File: src/rtl/rob_pkg.sv
// Shared ROB types: tag type, invalid-tag constant and entry record.
// ID, reservation stations and the register file import this package too.
package rob_pkg;

  localparam int ROB_DEPTH  = 8;
  localparam int ROB_TAG_W  = 4;
  localparam int ROB_OP_W   = 6;
  localparam int ROB_DATA_W = 32;

  typedef logic [ROB_TAG_W-1:0] rob_tag_t;

  localparam rob_tag_t TAG_INVALID = '1;

  typedef struct packed {
    logic                  busy;
    logic                  done;
    logic [4:0]            rd;
    logic [ROB_OP_W-1:0]   op;
    logic [ROB_DATA_W-1:0] data;
  } rob_entry_t;

  function automatic logic tag_is_valid(input rob_tag_t tag);
    return tag != TAG_INVALID;
  endfunction

endpackage

File: src/rtl/rob_ptr.sv
// Modulo-DEPTH pointer with increment enable and synchronous clear.
// Used for the ROB head and tail.
module rob_ptr #(
  parameter int DEPTH = 8,
  parameter int W     = 4
) (
  input  logic         clk,
  input  logic         rst,
  input  logic         clr,
  input  logic         inc,
  output logic [W-1:0] ptr
);

  logic [W-1:0] ptr_nxt;

  always_comb begin
    ptr_nxt = ptr;
    if (clr)
      ptr_nxt = '0;
    else if (inc)
      ptr_nxt = (ptr == W'(DEPTH - 1)) ? '0 : ptr + W'(1);
  end

  always_ff @(posedge clk or posedge rst) begin
    if (rst)
      ptr <= '0;
    else
      ptr <= ptr_nxt;
  end

endmodule

File: src/rtl/reorder_buffer.sv
// Circular reorder buffer: in-order issue tags, out-of-order CDB completion, in-order commit.
// Optional macro ROB_CDB_BYPASS_EN lets a CDB result on the head entry commit at the same edge.
module reorder_buffer
  import rob_pkg::*;
#(
  parameter int DEPTH  = 8,
  parameter int TAG_W  = 4,
  parameter int OP_W   = 6,
  parameter int DATA_W = 32
) (
  input  logic              clk,
  input  logic              rst,
  input  logic              rst_tag,
  input  logic              alloc_req,
  input  logic [4:0]        alloc_rd,
  input  logic [OP_W-1:0]   alloc_op,
  output logic [TAG_W-1:0]  avail_tag,
  output logic              full,
  input  logic              cdb_valid,
  input  logic [TAG_W-1:0]  cdb_tag,
  input  logic [DATA_W-1:0] cdb_data,
  output logic              wb_en,
  output logic [TAG_W-1:0]  wb_tag,
  output logic [4:0]        wb_rd,
  output logic [DATA_W-1:0] wb_data
);

  localparam int IDX_W = $clog2(DEPTH);
  localparam logic [TAG_W-1:0] TAG_NONE = {TAG_W{1'b1}};

  logic [TAG_W-1:0]  head;
  logic [TAG_W-1:0]  tail;
  logic [TAG_W-1:0]  count;
  logic [DEPTH-1:0]  busy;
  logic [DEPTH-1:0]  done;
  logic [4:0]        rd_q   [DEPTH];
  logic [OP_W-1:0]   op_q   [DEPTH];
  logic [DATA_W-1:0] data_q [DEPTH];

  logic [IDX_W-1:0]  head_idx;
  logic [IDX_W-1:0]  tail_idx;
  logic [IDX_W-1:0]  cdb_idx;
  logic              alloc_ok;
  logic              cdb_hit;
  logic              head_byp;
  logic              commit;
  logic [DATA_W-1:0] commit_data;

  assign head_idx  = head[IDX_W-1:0];
  assign tail_idx  = tail[IDX_W-1:0];
  assign cdb_idx   = cdb_tag[IDX_W-1:0];

  assign avail_tag = tail;
  assign full      = (count == TAG_W'(DEPTH));
  assign alloc_ok  = alloc_req && !full;

  // TAG_INVALID is always >= DEPTH, so the range check also filters it.
  assign cdb_hit   = cdb_valid && (cdb_tag < TAG_W'(DEPTH)) && busy[cdb_idx];

`ifdef ROB_CDB_BYPASS_EN
  assign head_byp  = cdb_hit && (cdb_tag == head);
`else
  assign head_byp  = 1'b0;
`endif

  assign commit      = (count != '0) && (done[head_idx] || head_byp);
  assign commit_data = done[head_idx] ? data_q[head_idx] : cdb_data;

  rob_ptr #(.DEPTH(DEPTH), .W(TAG_W)) u_head (
    .clk (clk),
    .rst (rst),
    .clr (rst_tag),
    .inc (commit),
    .ptr (head)
  );

  rob_ptr #(.DEPTH(DEPTH), .W(TAG_W)) u_tail (
    .clk (clk),
    .rst (rst),
    .clr (rst_tag),
    .inc (alloc_ok),
    .ptr (tail)
  );

  always_ff @(posedge clk or posedge rst) begin
    if (rst) begin
      count <= '0;
    end else if (rst_tag) begin
      count <= '0;
    end else begin
      case ({alloc_ok, commit})
        2'b10:   count <= count + TAG_W'(1);
        2'b01:   count <= count - TAG_W'(1);
        default: count <= count;
      endcase
    end
  end

  // Allocation can only land on the head slot when full, where it is refused,
  // so alloc and commit never target the same entry.
  always_ff @(posedge clk or posedge rst) begin
    if (rst) begin
      busy <= '0;
      done <= '0;
      for (int i = 0; i < DEPTH; i++) begin
        rd_q[i]   <= '0;
        op_q[i]   <= '0;
        data_q[i] <= '0;
      end
    end else if (rst_tag) begin
      busy <= '0;
      done <= '0;
    end else begin
      for (int i = 0; i < DEPTH; i++) begin
        if (alloc_ok && (tail_idx == IDX_W'(i))) begin
          busy[i] <= 1'b1;
          done[i] <= 1'b0;
          rd_q[i] <= alloc_rd;
          op_q[i] <= alloc_op;
        end
        if (cdb_hit && (cdb_idx == IDX_W'(i))) begin
          done[i]   <= 1'b1;
          data_q[i] <= cdb_data;
        end
        if (commit && (head_idx == IDX_W'(i))) begin
          busy[i] <= 1'b0;
          done[i] <= 1'b0;
        end
      end
    end
  end

  // wb_rd / wb_data hold their last committed values while idle.
  always_ff @(posedge clk or posedge rst) begin
    if (rst) begin
      wb_en   <= 1'b0;
      wb_tag  <= TAG_NONE;
      wb_rd   <= '0;
      wb_data <= '0;
    end else if (rst_tag) begin
      wb_en   <= 1'b0;
      wb_tag  <= TAG_NONE;
    end else if (commit) begin
      wb_en   <= 1'b1;
      wb_tag  <= head;
      wb_rd   <= rd_q[head_idx];
      wb_data <= commit_data;
    end else begin
      wb_en   <= 1'b0;
      wb_tag  <= TAG_NONE;
    end
  end

endmodule

File: config.mk
export PLATFORM = sky130hd
export DESIGN_NAME = reorder_buffer
export DESIGN_NICKNAME = d
export VERILOG_FILES = /design/src/rtl/rob_pkg.sv /design/src/rtl/rob_ptr.sv /design/src/rtl/reorder_buffer.sv
export SDC_FILE = /design/constraint.sdc
export NUM_CORES = 1
export LEC_CHECK = 0
export BUFFER_PORTS_ARGS = -buffer_cell sky130_fd_sc_hd__clkbuf_2
export CORE_MARGIN = 2
export CORE_UTILIZATION = 36
export DETAILED_ROUTE_END_ITERATION = 10
export SETUP_SLACK_MARGIN = 0.3
export SLEW_MARGIN = 20
export SYNTH_ARGS = -nofsm -noshare
export SYNTH_HDL_FRONTEND = slang
export SYNTH_HIERARCHICAL = 1
export SYNTH_SLANG_ARGS = --single-unit
File: constraint.sdc
create_clock -name clk -period 36.7 [get_ports clk]
set_input_delay 7.34 -clock clk [delete_from_list [all_inputs] [get_ports clk]]
set_output_delay 7.34 -clock clk [all_outputs]
set_load 0.005 [all_outputs]
---- Word-level counts from Yosys, hierarchy flattened ----
Cells that the tools add are included.
word-level totals
  output and inout bits ................... 47
  logic and storage cells ................. 209
  input bits .............................. 52
  bits in registers ....................... 366
operators by class
  muxes and demuxes ....................... 65
  add/subtract/negate cells ............... 4
  reduce and logical (&&, ||, !) cells .... 69
  eq/ne operators ......................... 26
  $lt $le $gt $ge ......................... 4
  bitwise logic cells ..................... 2
operator list
  operator             number
  $bmux 32 s3          1
  $mux 32              3
  $mux 1               44
  $eq 3x3->1 const B   12
  $mux 4               9
  $reduce_bool 4->1    9
  $reduce_and 2->1     17
  $logic_and 1x1->1    28
  $reduce_bool 3->1    9
  $eq 3x2->1 const B   6
  $mux 8               2
  $bmux 5 s3           1
  $add 4x1->4 const B  3
  $mux 5               2
  $eq 3x1->1 const B   3
  $logic_not 3->1      3
  $eq 4x3->1 const B   2
  $lt 3x4->1 const B   2
  $pmux 4 s2           1
  $bmux 1 s3           2
  $eq 4x4->1 const B   1
  $ge 4x4->1 const B   1
  $lt 4x4->1 const B   1
  $not 3->4            1
  6 further kinds      7

---- Longest topological paths before layout ----
Gate-level depths: netlist of run 1.
  depth after elaboration ................. 8
  depth in mapped cells ................... 11
  gate-level depth less buffers ........... 10

---- Modules after synthesis ----
Netlist of run 1, hierarchy kept.
modules (own cells, without submodules)
  module          instances  area an instance (µm²)  cells an instance  seq. area each (µm²)
  reorder_buffer  1          16076.7                 1007               8963.6
  rob_ptr         2          209.0                   18                 100.1

---- Worst setup path after synthesis of run 1 ----
OpenSTA, ideal clock, no wires.
  path kind ............................... input -> register
  start ................................... input port cdb_tag[0]
  end ..................................... register data_q[128] (netlist name)
  required time ........................... 36.575 ns
  arrival time ............................ 8.848 ns
  setup time .............................. 0.125 ns
  buffers on the path ..................... 2
  stages .................................. 7
  path slack .............................. 27.727 ns
  cells stage by stage .................... buf_2 -> mux4_2 -> nand2b_1 -> nor2_1 -> nand2_1 -> buf_2 -> mux2_2
on the way
  word-level cells in the longest chain between the ends .. 5
  elaborated cells on any way between the ends .. 8
  classes of those cells .................. order compare: 1; eq/ne: 1; mux: 2; reduce/logical: 4
ends and longest elaborated chain
  what                                                line                   RTL
  from (decl)                                         reorder_buffer.sv:20   input logic [TAG_W-1:0] cdb_tag,
  $lt 4x4->1 / $bmux 1 s3 (equally long branches)     reorder_buffer.sv:58   assign cdb_hit = cdb_valid && (cdb_tag < TAG_W'(DEPTH)) && busy[cdb_idx];
  $logic_and 1x1->1 / $mux 1 (equally long branches)  reorder_buffer.sv:58
  $logic_and 1x1->1                                   reorder_buffer.sv:58
  $logic_and 1x1->1 (*)                               reorder_buffer.sv:121  if (cdb_hit && (cdb_idx == IDX_W'(i))) begin
  $reduce_and 2->1 (no line) (*)                      n/a
  to (signal, indexed assignment)                     reorder_buffer.sv:123  data_q[i] <= cdb_data;
  to (decl)                                           reorder_buffer.sv:38   logic [DATA_W-1:0] data_q [DEPTH];
Every way passes the cells marked *; elsewhere a longest branch is shown, timed or not. The select of a mux whose other input is x is not followed.
A chain may end at the register's enable or synchronous reset.

---- Worst setup path after layout of run 1 ----
  start ................................... input port cdb_tag[0]
  end ..................................... register data_q[96] (netlist name)
The elaborated chain is that of the path after synthesis.

==> results.yml, run 1 <==
outcome:
  status: "completed"
synthesis:
  synth_top_cells_by_area: "dfrtp_1 (55%), mux2_2 (24%), mux4_2 (10%), mux2_1 (1.1%), buf_2 (1.0%)"
  seq_area_frac_synth_pct: 55.6
  synth_cell_type_count: 56
  synth-main-ff-cell: "dfrtp_1"
  synth.avg_cell_area_um2: 15.8
  netlist_area_um2: 16500
  synth_async_sr_flop_share_pct: 100
  postSynthCellCount: 1043
  ys_seq_elements: 366
  synthTopCellsByCount: "dfrtp_1 (362), mux2_2 (354), mux4_2 (76)"
  netlist.area_leader.share_pct: 54.9
  yosysWarningCount: 6
  yosysMostFrequentCell: "dfrtp_1"
  syn-num-nets: 1099
  synth_edf_count: 0
  synth_top_cell_by_area: "dfrtp_1"
power:
  ir_drop_uv: 27.1
  p_leak_nw: 9.07
  powerDensity_nw_per_um2: 46.6
setup_path:
  crit_required_ns: 37.11
  crit_slowest_cell: "mux4_2"
  crit_buf_inv: 2
  arrival_ns: 9.48
  cp_top_family: "multiplexers"
  cp-end-kind: "flop"
  crit_type: "in2reg"
  critical_path.max_stage_delay_ns: 0.55
  start_kind: "input pin"
  cp_max_fo: 25
  crit_chain: "clkbuf_2 > mux4_2 > nand2_1 > nor2_1 > nand2_2 > buf_4 > mux2_2"
finish:
  utilization_pct: 41.7
  fillers: 4160
  nets: 1191
  multi_input_area_um2: 7020
  seq_area_um2: 9180
  area_delta_synth_final_pct: 14.5
  layoutNonFillerInstCount: 1766
  final_layout_size_suffix_gt1_share_pct: 54.1
  num_antenna_cells: 0
floorplan:
  die_h_um: 218
  row_count: 78
  ios: 99
  core_area_um2: 45300
  initial_core_util_pct: 36.4
  die_x_um: 218
  die_area_um2: 47500
worst_hold_path:
  hold_path.class: "reg2reg"
cts:
  postCtsHoldBufs: 0
  cts_tree: "built"
  cts_sinks: 366
  cts.clk_slew.worst_paths_ns: 0.06
  root_buffer: "clkbuf_16"
  clk_path_buf_depth: 3
  htreeDepth: 2
  numCtsBuffers: 41
  ctsResizeCount: 0
  post_cts_buffers: 0
  clock_latency_ns: 0.53
grt:
  grt_pass1_vias: 9969
  antenna_found_initial: 2
  grt_pass1_wl_um: 58200
  gr-total-overflow: 0
  grt_usage_pct: 15.6
  grt_max_degree: 116
placed_design:
  dp.cells: 1692
  io_buffers: 92
  place.gp.congestion: 0.775
  dpl.hpwl_um: 20600
drt:
  dr.pass1.iters: 4
  ant_nets: 0
  wirelength_um: 36000
  wl_per_cell_um: 20.4
  detail_route.wirelength.met1_um: 16600
  wl_met2_um: 17500
  routed_via_density: 5.24
  drt_iter0_markers: 463
  met3_length_um: 1510
  highest_layer: "met5"
  num_vias: 9255
  drc: 0
sta:
  setup_viol_count_final: 0
  fin_crit_ns: 9.07
  rsz0062_at_grt: "false"
  hold_viol: 0
  tightestPinTransition_ns: 0.932
  maxClockFrequency_mhz: 110
  final_max_slew_viol_count: 0
  finalCritPeriodShare_pct: 24.7
  finClkSkew_ns: 0.0129
  setup_tns_ns: 0
  relSlewSlack_pct: 37.9
flow_run:
  cap_violations: 0
## metal layers
metal	global-route usage, %	vias to the layer above
li1	-	4089
met1	21.6	4986
met2	25.6	134
met3	2.97	42
met4	3.51	4
met5	0	-
## worst paths after layout
check                                          start                         to  slack, ns  cells after the start
setup reg to reg           u_head/ptr[0]$_DFFE_PP0P_    wb_data[28]$_DFFE_PP0P_      33.48                      4
max in group asynchronous                        rst     data_q[98]$_DFFE_PP0P_      27.74                      4
setup / recovery                          cdb_tag[0]     data_q[96]$_DFFE_PP0P_      27.63                      7
min in group asynchronous                        rst  u_tail/ptr[0]$_DFFE_PP0P_       6.78                      2
hold reg to reg              wb_data[28]$_DFFE_PP0P_    wb_data[28]$_DFFE_PP0P_       0.48                      1
hold / removal               wb_data[28]$_DFFE_PP0P_    wb_data[28]$_DFFE_PP0P_       0.48                      1
## layout make-up
| type | count | area share [%] |
|---|---|---|
| tap | 600 | 3.97 |
| inverter | 11 | 0.258 |
| multi-input combinational | 608 | 37.1 |
| sequential | 366 | 48.6 |
| clock buffer | 66 | 6.73 |
| timing repair buffer | 107 | 3.09 |
| clock inverter | 8 | 0.252 |
## kinds of logic after synthesis
family | Yosys count | share of synthesized area [%]
buf+inv | 69 | 2.03
simple gates | 96 | 3.36
xor+xnor | 3 | 0.159
mux | 455 | 36.2
fa+ha+maj | 5 | 0.364
flops | 366 | 55.6
compound gates | 49 | 2.28
## report_power, final
group	switching, mW	internal (mW)
registers	0.00997	0.422
clock network	0.160	0.237
logic	0.0249	0.0266
## placed cells by master, fill, tap and decap left out, drive strengths merged, types with 7 or more instances in the layout
cell type  count
nand2b         7
mux2         372
a22oi          9
nor2b         13
buf           15
clkbuf       158
nor3          10
mux2i          7
inv           13
mux4          76
nand2         19
dfrtp        362
nor2          21
a21oi         10
## through the flow
stage          hold slack [ns]  total power, mW  instance area [um2]  setup WS [ns]
6_report                 0.482            0.881                18900          27.63
3_3_place_gp             0.469            0.489                17600          26.49
5_1_grt                  0.505            0.920                18900          27.36
2_1_floorplan            0.459            0.473                16500          19.43
3_5_place_dp             0.475            0.492                17600          26.45
4_1_cts                  0.487            0.895                18900          27.02
## flip-flops by register name, summed over array words and instances (netlist names)
name,flops
u_tail/ptr,4
wb_tag,4
rd_q,40
done,8
u_head/ptr,4
wb_data,32
data_q,256
wb_en,1
busy,8
count,4
wb_rd,5
No activity file was read; power rests on OpenSTA's default activity.
==> run 2, diff against run 1 <==
==> constraint.sdc (replaced) <==
create_clock -name clk -period 8.1 [get_ports clk]
set_input_delay 1.62 -clock clk [delete_from_list [all_inputs] [get_ports clk]]
set_output_delay 1.62 -clock clk [all_outputs]
set_load 0.005 [all_outputs]
==> run 2 against run 1 <==
Effect of this change: final area increased by 0.54%; global-route usage decreased by 0.086 points; combinational power increased to 4.5 times the previous value; final cell count about the same; sequential share of layout area decreased by 0.27 points; total power increased to 4.6 times the previous value; hold slack improved by 0.0029 ns; critical path depth decreased by 2; critical path type unchanged.
==> results.yml, run 2 (synthesis results as in run 1) <==
outcome:
  status: "completed"
cts:
  htreeDepth: 2
  clock_latency_ns: 0.55
  cts.clk_slew.worst_paths_ns: 0.06
  postCtsHoldBufs: 0
  ctsResizeCount: 0
  clk_path_buf_depth: 3
  root_buffer: "clkbuf_16"
  numCtsBuffers: 42
  post_cts_buffers: 0
  cts_tree: "built"
  cts_sinks: 366
finish:
  layoutNonFillerInstCount: 1765
  largest_registers: "data_q (256), rd_q (40), wb_data (32)"
  final_common_cell: "dfrtp_1"
  most-common-layout-cells: "dfrtp_1 (359), mux2_2 (354), clkbuf_2 (92)"
  nets: 1193
  largest_reg_flops: 256
  top_register: "data_q"
  num_antenna_cells: 0
  fillers: 4130
  final_layout_size_suffix_gt1_share_pct: 54.3
  area_delta_synth_final_pct: 15.2
setup_path:
  r2r_start: "u_head/ptr[2]$_DFFE_PP0P_"
  cp_max_fo: 36
  arrival_ns: 3.89
  cp-startpoint: "rst_tag"
  start_kind: "input pin"
  cp-end-kind: "flop"
  r2r_slack_ns: 4.90
  crit_required_ns: 8.52
  crit_type: "in2reg"
grt:
  grt_max_degree: 161
  antenna_found_initial: 2
  grt_pass1_wl_um: 57000
  grt_usage_pct: 15.6
  grt_pass1_vias: 9646
  gr-total-overflow: 0
sta:
  relSlewSlack_pct: 36.9
  finalCritPeriodShare_pct: 42.8
  setup_tns_ns: 0
  fin_crit_ns: 3.47
  rsz0062_at_grt: "false"
  tightestPinTransition_ns: 0.946
  hold_viol: 0
  final_max_slew_viol_count: 0
  finClkSkew_ns: 0.0102
  maxClockFrequency_mhz: 288
  setup_viol_count_final: 0
drt:
  drt_iter0_markers: 517
  wirelength_um: 35700
  num_vias: 9159
  wl_per_cell_um: 20.2
  dr.pass1.iters: 4
  ant_nets: 0
  routed_via_density: 5.19
  drc: 0
power:
  pwr-share-clk_pct: 46.3
  ir_drop_uv: 135
  switching_share_pct: 21.7
  power_frac_seq_pct: 47.9
  p_leak_nw: 9.12
  p_int_mw: 3.20
  powerDensity_nw_per_um2: 215
  pwr-share-comb_pct: 5.7
  power.switching_uw: 885
placed_design:
  io_buffers: 92
  dp.cells: 1692
  dpl.hpwl_um: 20400
  place.gp.congestion: 0.779
floorplan:
  die_area_um2: 47500
  initial_core_util_pct: 36.4
  ios: 99
  row_count: 78
  die_h_um: 218
  die_x_um: 218
  core_area_um2: 45300
worst_hold_path:
  min_from: "wb_data[3]$_DFFE_PP0P_"
  hold_path.class: "reg2reg"
flow_run:
  cap_violations: 0
run 2: path summary, 6_finish.rpt:
path | cells past startpoint | to
worst max register to register | 11 | count[3]$_DFFE_PP0P_
worst min register to register | 1 | wb_data[3]$_DFFE_PP0P_
max in group asynchronous | 4 | rd_q[18]$_DFFE_PP0P_
worst min-delay path | 1 | wb_data[3]$_DFFE_PP0P_
min in group asynchronous | 2 | u_tail/ptr[1]$_DFFE_PP0P_
worst max-delay path | 5 | data_q[16]$_DFFE_PP0P_
run 2: power groups by stage:
stage / clock [mW] / combinational (mW) / sequential [mW]
detailed placement: 0 / 0.238 / 1.99
CTS: 1.95 / 0.239 / 1.96
floorplan: 0 / 0.170 / 1.97
global placement: 0 / 0.232 / 1.99
global route: 2.03 / 0.260 / 1.97
finish: 1.89 / 0.234 / 1.96
run 2: layer usage:
layer / vias to the layer above / track usage (%) / part of all wire [%]
met5: - / 0 / 0.073
met4: 4 / 3.83 / 1.5
met3: 44 / 2.96 / 3.8
met2: 142 / 24.6 / 47
met1: 4874 / 22.1 / 47
li1: 4095 / - / -
run 2: through the flow:
| step | power, mW | setup slack (ns) | utilization [%] | area, um2 | hold WS, ns |
|---|---|---|---|---|---|
| final | 4.08 | 4.63 | 41.9 | 19000 | 0.484 |
| after global routing | 4.26 | 4.52 | 41.9 | 19000 | 0.502 |
| after CTS | 4.14 | 4.58 | 41.9 | 19000 | 0.488 |
| after detailed placement | 2.23 | 4.00 | 38.8 | 17600 | 0.475 |
| after global placement | 2.22 | 4.00 | 38.8 | 17600 | 0.470 |
| after floorplan | 2.14 | 1.68 | - | 16500 | 0.459 |
run 2: cell type report:
class                           count  area (um2)  share of cell area, %
Sequential cell                   366        9170                   48.3
Multi-Input combinational cell    608        7020                   37.0
Clock buffer                       64        1300                   6.83
Tap cell                          600         751                   3.95
Timing Repair Buffer              108         613                   3.23
Clock inverter                      8        96.3                  0.507
Inverter                           11        45.0                  0.237
run 2: critical path: stages:
cell and delay, ns:
clkbuf_2 0.62, nor2_1 0.30, nand2_2 0.50, buf_4 0.44, mux2_2 0.37
